==> config.mk <==
export PLATFORM = sky130hd
export DESIGN_NAME = uart_axil_stream_bridge
export DESIGN_NICKNAME = d
export VERILOG_FILES = /design/src/rtl/uart_pkg.sv /design/src/rtl/uart_axil_stream_bridge_write_pair.sv /design/src/rtl/uart_axil_stream_bridge.sv
export SDC_FILE = /design/constraint.sdc
export NUM_CORES = 1
export LEC_CHECK = 0
export BUFFER_PORTS_ARGS = -buffer_cell sky130_fd_sc_hd__buf_2
export CAP_MARGIN = 5
export CORE_MARGIN = 2
export CORE_UTILIZATION = 38
export CTS_CLUSTER_DIAMETER = 80
export DETAILED_ROUTE_END_ITERATION = 12
export PLACE_DENSITY_LB_ADDON = 0.05
export REMOVE_ABC_BUFFERS = 1
export SYNTH_ARGS = -nofsm -noshare
export SYNTH_HDL_FRONTEND = slang
export SYNTH_SLANG_ARGS = --single-unit
==> constraint.sdc <==
create_clock -name clk_i -period 2.75 [get_ports clk_i]
set_clock_uncertainty 0.05 [all_clocks]
set_input_delay 0.4125 -clock clk_i [delete_from_list [all_inputs] [get_ports clk_i]]
set_output_delay 0.4125 -clock clk_i [all_outputs]
set_load 0.05 [all_outputs]
==> src/rtl/uart_pkg.sv <==
// Shared definitions for the uart_lite AXI-Lite stream bridge.
// Register map, AXI response codes and bridge FSM states.
package uart_pkg;

  localparam logic [31:0] UART_RX_OFS   = 32'h0000_0000;
  localparam logic [31:0] UART_TX_OFS   = 32'h0000_0004;
  localparam logic [31:0] UART_STAT_OFS = 32'h0000_0008;
  localparam logic [31:0] UART_CTRL_OFS = 32'h0000_000C;

  localparam logic [1:0] RESP_OKAY   = 2'b00;
  localparam logic [1:0] RESP_EXOKAY = 2'b01;
  localparam logic [1:0] RESP_SLVERR = 2'b10;
  localparam logic [1:0] RESP_DECERR = 2'b11;

  typedef enum logic [2:0] {
    S_IDLE,
    S_STAT_AR,
    S_STAT_R,
    S_TX_AW_W,
    S_TX_B,
    S_RX_AR,
    S_RX_R
  } state_t;

endpackage

==> src/rtl/uart_axil_stream_bridge_write_pair.sv <==
// AXI-Lite AW/W launcher: both channels raised together, each
// dropped on its own handshake; done when both have completed.
module axil_write_pair (
  input  logic        clk,
  input  logic        rst,
  input  logic        start,
  input  logic [31:0] addr,
  input  logic [31:0] data,
  input  logic [3:0]  strb,
  output logic        awvalid,
  output logic [31:0] awaddr,
  input  logic        awready,
  output logic        wvalid,
  output logic [31:0] wdata,
  output logic [3:0]  wstrb,
  input  logic        wready,
  output logic        done
);

  logic busy;

  always_ff @(posedge clk) begin
    if (rst) begin
      busy    <= 1'b0;
      awvalid <= 1'b0;
      wvalid  <= 1'b0;
      awaddr  <= '0;
      wdata   <= '0;
      wstrb   <= '0;
    end else if (start && !busy) begin
      busy    <= 1'b1;
      awvalid <= 1'b1;
      wvalid  <= 1'b1;
      awaddr  <= addr;
      wdata   <= data;
      wstrb   <= strb;
    end else begin
      if (awvalid && awready) awvalid <= 1'b0;
      if (wvalid && wready)   wvalid  <= 1'b0;
      if (done)               busy    <= 1'b0;
    end
  end

  // a channel counts as finished if it already handshook or does so now
  assign done = busy
             && (!awvalid || awready)
             && (!wvalid  || wready);

endmodule

==> src/rtl/uart_axil_stream_bridge.sv <==
// AXI-Lite master feeding uart_lite: pushes TX bytes into the TX
// register and drains RX bytes found by polling the status register.
module uart_axil_stream_bridge
  import uart_pkg::*;
#(
  parameter logic [31:0] BASE_ADDR    = 32'h0000_0000,
  parameter int          POLL_CYCLES  = 16,
  parameter int          TX_FULL_BIT  = 3,
  parameter int          RX_VALID_BIT = 0
) (
  input  logic        clk_i,
  input  logic        rst_i,
  input  logic [7:0]  tx_data_i,
  input  logic        tx_valid_i,
  output logic        tx_ready_o,
  output logic [7:0]  rx_data_o,
  output logic        rx_valid_o,
  input  logic        rx_ready_i,
  output logic        err_o,
  output logic        cfg_awvalid_o,
  output logic [31:0] cfg_awaddr_o,
  output logic        cfg_wvalid_o,
  output logic [31:0] cfg_wdata_o,
  output logic [3:0]  cfg_wstrb_o,
  output logic        cfg_bready_o,
  output logic        cfg_arvalid_o,
  output logic [31:0] cfg_araddr_o,
  output logic        cfg_rready_o,
  input  logic        cfg_awready_i,
  input  logic        cfg_wready_i,
  input  logic        cfg_bvalid_i,
  input  logic [1:0]  cfg_bresp_i,
  input  logic        cfg_arready_i,
  input  logic        cfg_rvalid_i,
  input  logic [31:0] cfg_rdata_i,
  input  logic [1:0]  cfg_rresp_i
);

  localparam int CW = $clog2(POLL_CYCLES + 1);

  state_t        state, next;
  logic [CW-1:0] poll_cnt;
  logic          tx_full, rx_full;
  logic [7:0]    tx_byte;
  logic          wr_start, wr_done;
  logic          tx_free, rx_load, resp_err;
  logic          unused_rdata;

  assign unused_rdata = ^cfg_rdata_i[31:8];

  always_ff @(posedge clk_i) begin
    if (rst_i) state <= S_IDLE;
    else       state <= next;
  end

  always_comb begin
    next     = state;
    wr_start = 1'b0;
    tx_free  = 1'b0;
    rx_load  = 1'b0;
    resp_err = 1'b0;
    unique case (state)
      S_IDLE: begin
        if (tx_full || (poll_cnt == '0 && !rx_full))
          next = S_STAT_AR;
      end
      S_STAT_AR: begin
        if (cfg_arready_i) next = S_STAT_R;
      end
      S_STAT_R: begin
        if (cfg_rvalid_i) begin
          next = S_IDLE;
          if (cfg_rresp_i != RESP_OKAY) begin
            resp_err = 1'b1;
          end else if (tx_full && !cfg_rdata_i[TX_FULL_BIT]) begin
            next     = S_TX_AW_W;
            wr_start = 1'b1;
          end else if (cfg_rdata_i[RX_VALID_BIT] && !rx_full) begin
            next = S_RX_AR;
          end
        end
      end
      S_TX_AW_W: begin
        if (wr_done) next = S_TX_B;
      end
      S_TX_B: begin
        if (cfg_bvalid_i) begin
          next     = S_IDLE;
          tx_free  = 1'b1;
          resp_err = (cfg_bresp_i != RESP_OKAY);
        end
      end
      S_RX_AR: begin
        if (cfg_arready_i) next = S_RX_R;
      end
      S_RX_R: begin
        if (cfg_rvalid_i) begin
          next = S_IDLE;
          if (cfg_rresp_i != RESP_OKAY) resp_err = 1'b1;
          else                          rx_load  = 1'b1;
        end
      end
      default: next = S_IDLE;
    endcase
  end

  // read channel driven purely from state, so never from ready
  always_comb begin
    cfg_arvalid_o = (state == S_STAT_AR) || (state == S_RX_AR);
    cfg_rready_o  = (state == S_STAT_R)  || (state == S_RX_R);
    cfg_bready_o  = (state == S_TX_B);
    cfg_araddr_o  = '0;
    if (state == S_STAT_AR) cfg_araddr_o = BASE_ADDR + UART_STAT_OFS;
    if (state == S_RX_AR)   cfg_araddr_o = BASE_ADDR + UART_RX_OFS;
  end

  always_ff @(posedge clk_i) begin
    if (rst_i) begin
      poll_cnt <= CW'(POLL_CYCLES);
    end else if (state == S_IDLE) begin
      if (next != S_IDLE)     poll_cnt <= CW'(POLL_CYCLES);
      else if (poll_cnt != '0) poll_cnt <= poll_cnt - CW'(1);
    end
  end

  always_ff @(posedge clk_i) begin
    if (rst_i) begin
      tx_full <= 1'b0;
      tx_byte <= '0;
    end else if (tx_free) begin
      tx_full <= 1'b0;
    end else if (tx_valid_i && !tx_full) begin
      tx_full <= 1'b1;
      tx_byte <= tx_data_i;
    end
  end

  always_ff @(posedge clk_i) begin
    if (rst_i) begin
      rx_full   <= 1'b0;
      rx_data_o <= '0;
    end else if (rx_load) begin
      rx_full   <= 1'b1;
      rx_data_o <= cfg_rdata_i[7:0];
    end else if (rx_full && rx_ready_i) begin
      rx_full   <= 1'b0;
    end
  end

  always_ff @(posedge clk_i) begin
    if (rst_i)         err_o <= 1'b0;
    else if (resp_err) err_o <= 1'b1;
  end

  assign tx_ready_o = !tx_full;
  assign rx_valid_o = rx_full;

  axil_write_pair u_wr (
    .clk     (clk_i),
    .rst     (rst_i),
    .start   (wr_start),
    .addr    (BASE_ADDR + UART_TX_OFS),
    .data    ({24'h0, tx_byte}),
    .strb    (4'b0001),
    .awvalid (cfg_awvalid_o),
    .awaddr  (cfg_awaddr_o),
    .awready (cfg_awready_i),
    .wvalid  (cfg_wvalid_o),
    .wdata   (cfg_wdata_o),
    .wstrb   (cfg_wstrb_o),
    .wready  (cfg_wready_i),
    .done    (wr_done)
  );

endmodule

==> reports/qor.yml, run 1 <==
status: "finished, final reports clean"
timing.slew.headroom_pct: 52.0
worst_setup_path_end_kind: "flop"
clockBufferDepth: 2
rsz0062_at_grt: "no"
design_area_um2: 2490
grt_max_degree: 40
antenna_found_initial: 0
cts.clk_slew.worst_paths_ns: 0.07
required_ns: 2.91
num-nets-final: 382
ys_seq_area_share_pct: 32.4
path_buf_inv: 1
ys_ff_latch: 39
grt_pass1_wl_mm: 6.87
hold_path_class: "primary input to flop"
arrival_ns: 2.38
area_growth_pct: 3.43
cp_slowest_stage_delay_ns: 0.38
die_h_um: 83.6
maxSlewViolCount: 0
cts_tree: "built"
critPathSlowestCell: "nor4_4"
cts_buffers: 5
dp_hpwl_mm: 3.36
root_buffer: "clkbuf_8"
synth_area_leaders: "dfxtp_1 32%, buf_4 29%, mux2i_1 10%"
fmax_mhz: 450
synth_top_area_cell: "dfxtp_1"
portBuffers: 55
synth_top_area_share_pct: 32.4
io_pins: 169
syn-cell-area_um2: 2410
cts_hold_buf: 0
yosysMostFrequentCell: "buf_4"
cp_cell_sequence: "inv_1, ha_1, nor4b_2, a32o_2, nor4_4, nand4_2, a21o_1, a211oi_2"
grt_usage_pct: 12.1
synth_edf_count: 0
final_cells: 402
clock_sinks: 39
clk_latency_ns: 0.29
p_leak_nw: 1.37
drt_drc_violations_left: 0
avgViaCountPerCell: 4.12
post-cts-setup-buffers: 0
cts.repair.resized: 0
dpl.cell_count: 395
finalHoldViolCount: 0
setup_viol: 0
postSynthAreaPerCell_um2: 8.69
ant_nets: 0
start_util_pct: 39.9
die_x_um: 83.6
drv_cap: 0
grt_pass1_vias: 1419
path_class: "flop to flop"
htreeDepth: 2
setup-tns-final_ns: 0
drt_wl_total_mm: 4.45
diodes: 0
synth.lib_cells_used.distinct: 43
rows: 28
critical_path_peak_fanout: 5
ys_warn_count: 0
overflow: 0
path_delay_family: "simple AND/OR/NAND/NOR gates"
drive_gt1_share_pct: 22.3
peakVddDrop_v: 0.000315
first_pass_iters: 4
first_iter_violations: 63
setup.worst_path.start_class: "flop"
period_share_pct: 80.8
ys.flop_type: "dfxtp_1"
fp.coreArea_um2: 6030
die_area_um2: 6980
num_vias: 1655
synth_common_cells: "93 x buf_4, 39 x dfxtp_1, 37 x nor2_1, 24 x mux2i_1, 10 x a21oi_1"
place_congestion: 0.708
synthCells: 277
period_minus_slack_ns: 2.22
dpl_cell_area_um2: 2390
ys_async_sr_fraction_pct: 0
routedWlPerCell_um: 11.1
power_density_nw_per_um2: 722
worst_pin_slew_ns: 0.720
==> final cells by class <==
class | count | area (um2)
clock buffers | 6 | 72.6
clock inverters | 1 | 30.0
fillers | 644 | 3540
inverters | 10 | 37.5
multi-input cells | 215 | 1190
flip-flops and latches | 39 | 781
well taps | 75 | 93.8
repair buffers | 56 | 283
==> state kept, by name (all words and copies together), names as in the netlist <==
signal and count:
u_wr.awaddr 1, u_wr.wdata 8, rx_data_o 8, u_wr.awvalid 1, u_wr.busy 1, tx_full 1, tx_byte 8, poll_cnt 5
state 3, rx_valid_o 1, err_o 1, u_wr.wvalid 1
==> power breakdown <==
group	total, mW	switching, mW	leakage (nW)	internal (mW)
Clock	0.463	0.197	0.0513	0.266
Sequential	0.673	0.0571	0.317	0.616
Combinational	0.661	0.492	1.00	0.169
==> per-stage QoR <==
stage / hold slack (ns) / utilization [%] / setup WS, ns / total power [mW]
after floorplan: 0.410 / - / 0.594 / 1.24
after global placement: 0.395 / 39.6 / 0.533 / 1.35
final: 0.299 / 41.3 / 0.527 / 1.80
after global routing: 0.300 / 41.3 / 0.356 / 1.90
after CTS: 0.292 / 41.3 / 0.509 / 1.82
after detailed placement: 0.410 / 39.6 / 0.495 / 1.35
==> cell usage in the layout, fill, tap and decap left out, types with 3 or more instances in the layout <==
| cell type | Yosys | layout |
|---|---|---|
| inv_1 | 8 | 8 |
| nand4_1 | 3 | 3 |
| a21oi_1 | 10 | 10 |
| buf_2 | 3 | 55 |
| nand2b_1 | 6 | 6 |
| nand2_1 | 4 | 4 |
| conb_1 | 1 | 89 |
| clkbuf_8 | 0 | 5 |
| nor2_1 | 37 | 37 |
| nor4_1 | 3 | 3 |
| mux2i_1 | 24 | 24 |
| dfxtp_1 | 39 | 39 |
| nor3_1 | 4 | 4 |
==> layer usage <==
layer  global-route usage [%]  vias up  wire (um)
met1                     15.0      714       2010
met4                     4.40        0         66
met3                     4.75        6        443
met2                     19.1       96       1940
met5                        0        -          0
li1                         -      839          -
==> logic make-up after synthesis <==
kind of cell	Yosys count	synth area share, %
compound gates	25	7.44
mux	24	9.98
simple gates	75	17.0
flops	39	32.4
buf+inv	111	32.0
fa+ha+maj	2	1.04
other cells	1	0.156
==> path summary, 6_finish.rpt <==
kind                                       end  cells after the start           start  slack (ns)
worst max register to register     poll_cnt[3]                      8     poll_cnt[0]        0.53
worst max-delay path               poll_cnt[3]                      8     poll_cnt[0]        0.53
worst min-delay path              rx_data_o[7]                      3  cfg_rdata_i[7]        0.30
worst min register to register  u_wr.awaddr[2]                      2  u_wr.awaddr[2]        0.41
==> worst register-to-register path, cell delays in order, from the launching register on <==
cell and delay, ns:
dfxtp_1 0.35, inv_1 0.08, ha_1 0.21, nor4b_2 0.18, a32o_2 0.29, nor4_4 0.38
nand4_2 0.22, a21o_1 0.22, a211oi_2 0.17
Power figures use the tool's default switching activity.
==> run 2, diff against run 1 <==
--- a/config.mk
+++ b/config.mk
@@ -5,6 +5,7 @@
 export SDC_FILE = /design/constraint.sdc
 export NUM_CORES = 1
 export LEC_CHECK = 0
+export ABC_AREA = 1
 export BUFFER_PORTS_ARGS = -buffer_cell sky130_fd_sc_hd__buf_2
 export CAP_MARGIN = 5
 export CORE_MARGIN = 2
==> constraint.sdc (replaced) <==
create_clock -name clk_i -period 2.3 [get_ports clk_i]
set_clock_uncertainty 0.05 [all_clocks]
set_input_delay 0.345 -clock clk_i [delete_from_list [all_inputs] [get_ports clk_i]]
set_output_delay 0.345 -clock clk_i [all_outputs]
set_load 0.05 [all_outputs]
==> run 2 against run 1 <==
Against the previous run:
- synthesized cell count up 19%
- hold slack worse by 0.077 ns
- register-to-register slack better by 0.02 ns
- sequential power up 16%
- final cell count up 16%
- flip-flop and latch count unchanged
- combinational power up 24%
==> reports/qor.yml, run 2 <==
grt_pass1_wl_mm: 7.30
hold_path_class: "primary input to flop"
io_pins: 169
post-cts-setup-buffers: 0
diodes: 0
finalHoldViolCount: 0
cts.repair.resized: 0
synth_top_area_share_pct: 31.3
hp-start: "cfg_rdata_i[6]"
period_minus_slack_ns: 1.80
total_power_mw: 2.27
routedWlPerCell_um: 10.0
portBuffers: 55
start_util_pct: 39.3
cts.clk_slew.worst_paths_ns: 0.08
yosys.area_share.simple_pct: 22.8
peakVddDrop_v: 0.000318
multi_input_area_um2: 1200
clkPwrFrac_pct: 29.7
final_cell_mix: "89 x conb_1, 55 x buf_2, 47 x nor2_1, 39 x dfxtp_1, 31 x inv_1"
setup-tns-final_ns: 0
num_vias: 1902
synth_area_leaders: "dfxtp_1 31%, buf_4 27%, nor2_1 7.1%"
num-nets-final: 442
power_density_nw_per_um2: 864
synth_edf_count: 0
synth.lib_cells_used.distinct: 30
first_pass_iters: 4
status: "finished, final reports clean"
die_x_um: 85.0
ys_warn_count: 0
rows: 29
cp_cell_sequence: "inv_1, nor3_2, buf_2"
synth_top_family_by_area: "buffers and inverters"
worst_setup_path_end_kind: "primary output"
ys_async_sr_fraction_pct: 0
synthXorXnorAreaFrac_pct: 1.05
swShare_pct: 40.5
drt_drc_violations_left: 0
maxSlewViolCount: 0
largest_registers: "rx_data_o: 8 flops, tx_byte: 8 flops, u_wr.wdata: 8 flops"
synth_compound_area_share_pct: 10.0
grt_pass1_vias: 1595
critPathSlowestCell: "dfxtp_1"
grt_max_degree: 22
regArea_um2: 781
place_congestion: 0.828
clockBufferDepth: 2
arrival_ns: 1.41
syn-cell-area_um2: 2490
root_buffer: "clkbuf_8"
synth.area.mux_share_pct: 0
cts_tree: "built"
worstReg2RegStart: "state[1]"
layout_setup_ws_ns: 0.496
period_share_pct: 78.4
grt_usage_pct: 12.7
clock_sinks: 39
drive_gt1_share_pct: 23.7
fmax_mhz: 554
fp.coreArea_um2: 6350
avgViaCountPerCell: 4.09
dp_hpwl_mm: 3.51
die_h_um: 85.0
ant_nets: 0
dp_slack_ns: 0.506
synth_top_area_cell: "dfxtp_1"
cts_hold_buf: 0
htreeDepth: 2
synth_common_cells: "91 x buf_4, 47 x nor2_1, 39 x dfxtp_1, 31 x inv_1, 27 x nand2_1"
die_area_um2: 7220
synthCells: 330
yosysMostFrequentCell: "buf_4"
pwr-share-seq_pct: 34.2
final_common_cell: "conb_1"
p_leak_nw: 1.42
setup_viol: 0
fill_cells: 689
cts_buffers: 5
ys.flop_type: "dfxtp_1"
setup.worst_path.start_class: "flop"
path_class: "flop to primary output"
pwr-share-comb_pct: 36.1
synth_fa_ha_area_share_pct: 1.00
p_switching_mw: 0.920
critical_path_peak_fanout: 7
drt_wl_total_mm: 4.66
cp_slowest_stage_delay_ns: 0.59
ys_seq_area_share_pct: 31.3
cp-startpoint: "state[2]"
first_iter_violations: 58
drv_cap: 0
clk_latency_ns: 0.29
internal_power_mw: 1.35
antenna_found_initial: 0
rsz0062_at_grt: "no"
area_growth_pct: 5.62
required_ns: 1.90
overflow: 0
postSynthAreaPerCell_um2: 7.55
ys_ff_latch: 39
## run 2: changes by cell type after synthesis, moves of 7 or more
cell	change
mux2i_1	-24
inv_1	+23
nand2_1	+23
o21ai_0	+14
nor2_1	+10
nand3_1	+7
nor2_2	+7
## run 2: per-layer routing
metal | GRT usage (%) | up-vias | share of wire [%]
met5 | 0 | - | 0
met4 | 5.19 | 0 | 1.6
met3 | 3.89 | 7 | 9.9
met2 | 20.2 | 108 | 45
met1 | 16.0 | 820 | 44
li1 | - | 967 | -
## run 2: cell families after synthesis
logic type                 Yosys count
and+or+nand+nor                    112
buffers and inverters              129
xor gates and xnor gates             3
other                                1
DFF                                 39
adders and majority gates            2
AOI/OAI and AO/OA                   44
## run 2: stage by stage
stage	cell area [um2]	instances	utilization (%)	hold WS, ns
2_1_floorplan	2110	323	-	0.364
3_3_place_gp	2500	457	39.4	0.394
3_5_place_dp	2500	457	39.4	0.398
4_1_cts	2630	465	41.5	0.199
5_1_grt	2630	465	41.5	0.225
6_report	2630	465	41.5	0.222
## run 2: power groups by stage
stage,logic (mW),registers [mW],clock network (mW)
floorplan,0.709,0.786,0
global placement,0.819,0.794,0
detailed placement,0.823,0.793,0
CTS,0.824,0.778,0.707
global route,0.904,0.787,0.725
finish,0.820,0.778,0.676
## run 2: worst paths after layout
check	depth (start not counted)	end	slack, ns
hold / removal	3	rx_data_o[6]	0.22
setup / recovery	3	cfg_bready_o	0.50
setup reg to reg	11	poll_cnt[4]	0.55
hold reg to reg	2	tx_byte[4]	0.41
## run 2: final cells by class
| class | instances | share of cell area [%] |
|---|---|---|
| Multi-Input combinational cell | 250 | 45.8 |
| Inverter | 34 | 4.85 |
| Sequential cell | 39 | 29.7 |
| Clock inverter | 2 | 2.28 |
| Tap cell | 77 | 3.66 |
| Clock buffer | 6 | 2.76 |
| Timing Repair Buffer | 57 | 11.0 |
## run 2: critical path, delay by kind of cell, from the launching register on
family | cells | cell delay (ns)
buffers and inverters | 2 | 0.39
DFF | 1 | 0.59
and+or+nand+nor | 1 | 0.14
==> run 3, diff against run 2 <==
==> constraint.sdc (replaced) <==
create_clock -name clk_i -period 1.6 [get_ports clk_i]
set_clock_uncertainty 0.05 [all_clocks]
set_input_delay 0.24 -clock clk_i [delete_from_list [all_inputs] [get_ports clk_i]]
set_output_delay 0.24 -clock clk_i [all_outputs]
set_load 0.05 [all_outputs]
==> run 3 against run 2 <==
Against the previous run:
- global-route usage is 0.27 points higher
- clock-buffer cell count is the same
- final area up 12%
- sequential power increased by 44%
- register-to-register slack worse by 0.51 ns
- routed wire length increased by 1.8%
- hold slack worse by 0.098 ns
- final cell count is 5.8% higher
- critical endpoint is now poll_cnt[1]
- largest power group unchanged
==> reports/qor.yml, run 3 (same netlist as run 2, synthesis figures left out) <==
timing.rr.end: "poll_cnt[1]"
final_cell_mix: "89 x conb_1, 53 x buf_2, 42 x nor2_1, 33 x dfxtp_1, 28 x inv_1"
cp-startpoint: "u_wr.wvalid"
path_common_cell: "nor2_1"
period_share_pct: 97.4
arrival_ns: 1.70
period_minus_slack_ns: 1.56
cts_hold_buf: 0
setup.worst_path.start_class: "flop"
cts_buffers: 5
regToRegSetupSlack_ns: 0.04
first_pass_iters: 4
area_growth_pct: 18.2
io_pins: 169
die_x_um: 85.0
final_core_util_pct: 46.4
final_common_cell: "conb_1"
critPathSlowestCell: "dfxtp_1"
portBuffers: 55
cp_slowest_stage_delay_ns: 0.31
required_ns: 1.74
die_h_um: 85.0
drive_gt1_share_pct: 34.0
path_class: "flop to flop"
p_leak_nw: 1.57
grt_usage_pct: 13.0
start_util_pct: 39.3
pwr-share-comb_pct: 41.1
peakVddDrop_v: 0.000474
rows: 29
power_density_nw_per_um2: 1150
final_cells: 492
hold_end: "rx_data_o[7]"
worstReg2RegStart: "u_wr.wvalid"
setup-tns-final_ns: 0
fp.coreArea_um2: 6350
dpl.cell_count: 479
num_vias: 1985
cp_cell_sequence: "nand2_1, nand3_2, a21oi_2, nand2_2, nor2_4, nand3_4, nand2_4, inv_2, nor2_1, nor2_1"
design_area_um2: 2950
critical_path_peak_fanout: 4
drv_cap: 0
worst_setup_path_end_kind: "flop"
ant_nets: 0
grt_pass1_vias: 1622
swShare_pct: 41.2
maxSlewViolCount: 0
clockBufferDepth: 2
dp_hpwl_mm: 3.58
fmax_mhz: 641
clkPwrFrac_pct: 25.8
first_iter_violations: 59
drt_drc_violations_left: 0
die_area_um2: 7220
diodes: 0
setup_viol: 0
cts_tree: "built"
status: "finished, final reports clean"
overflow: 0
worst_pin_slew_ns: 0.504
total_power_mw: 3.37
largest_registers: "rx_data_o: 8 flops, tx_byte: 8 flops, u_wr.wdata: 8 flops"
hold_path_class: "primary input to flop"
place_congestion: 0.815
internal_power_mw: 1.99
cts.clk_slew.worst_paths_ns: 0.08
finalHoldViolCount: 0
hp-start: "cfg_rdata_i[7]"
timing.slew.headroom_pct: 66.4
clk_latency_ns: 0.29
rsz0062_at_grt: "yes"
pwr-share-seq_pct: 33.0
antenna_found_initial: 0
root_buffer: "clkbuf_8"
routedWlPerCell_um: 9.64
dpl_cell_area_um2: 2690
drt_wl_total_mm: 4.74
clock_sinks: 39
holdPathStages: 3
p_switching_mw: 1.39
grt_max_degree: 22
htreeDepth: 2
num-nets-final: 469
reg2reg_depth: 10
fill_cells: 666
avgViaCountPerCell: 4.03
grt_pass1_wl_mm: 7.48
-- run 3: cell types whose count changed in the layout (fill, tap and decap cells not counted), sizes merged --
cell,previous run,this run
buf,57,83
bufinv,2,1
clkbuf,6,7
inv,34,35
-- run 3: per-layer routing --
layer  GRT usage [%]  part of all wire [%]  up-vias
met4            4.33                   1.1        0
met2            20.9                    46      105
li1                -                     -     1024
met1            16.7                    44      850
met5               0                     0        -
met3            3.79                   9.4        6
-- run 3: metrics by stage --
| stage | setup slack (ns) | hold slack, ns |
|---|---|---|
| after global routing | -0.0944 | 0.120 |
| after global placement | -0.0760 | 0.393 |
| final | 0.0411 | 0.123 |
| after detailed placement | -0.0892 | 0.399 |
| after CTS | 0.00258 | 0.108 |
| after floorplan | -0.397 | 0.259 |
-- run 3: worst max-delay path by stage --
stage                   end  slack, ns  depth (start not counted)
6_report        poll_cnt[1]       0.04                         10
3_5_place_dp    poll_cnt[4]      -0.09                         11
5_1_grt         poll_cnt[1]      -0.09                         10
3_3_place_gp    poll_cnt[4]      -0.08                         11
4_1_cts        cfg_bready_o      0.003                          3
2_1_floorplan    tx_byte[0]      -0.40                          6
-- run 3: power groups by stage --
stage                     Clock [mW]  Sequential, mW  Combinational [mW]
after CTS                      0.904            1.11                1.31
after global placement             0            1.13                1.30
after detailed placement           0            1.13                1.30
after floorplan                    0            1.13                1.02
final                          0.872            1.12                1.39
after global routing           0.942            1.13                1.53
-- run 3: cell type report --
| type | count | area (um2) | share of cell area [%] |
|---|---|---|---|
| multi-input cells | 250 | 1250 | 42.5 |
| flip-flops and latches | 39 | 793 | 26.9 |
| repair buffers | 84 | 552 | 18.7 |
| inverters | 34 | 130 | 4.42 |
| well taps | 77 | 96.3 | 3.27 |
| clock buffers | 6 | 82.6 | 2.80 |
| clock inverters | 2 | 38.8 | 1.32 |
-- run 3: critical path: cells and delay by family (launching register included) --
| kind | cells | cell delay [ns] |
|---|---|---|
| buffers and inverters | 1 | 0.06 |
| and+or+nand+nor | 8 | 0.81 |
| DFF | 1 | 0.31 |
| AOI/OAI and AO/OA | 1 | 0.22 |
-- run 3: timing repair --
| action | in CTS | in global routing |
|---|---|---|
| pin swaps | 0 | 13 |
| setup buffers | 0 | 4 |
| gates cloned | 0 | 1 |
| resized for setup | 4 | 28 |
| endpoints found under the setup margin | 13 | 24 |
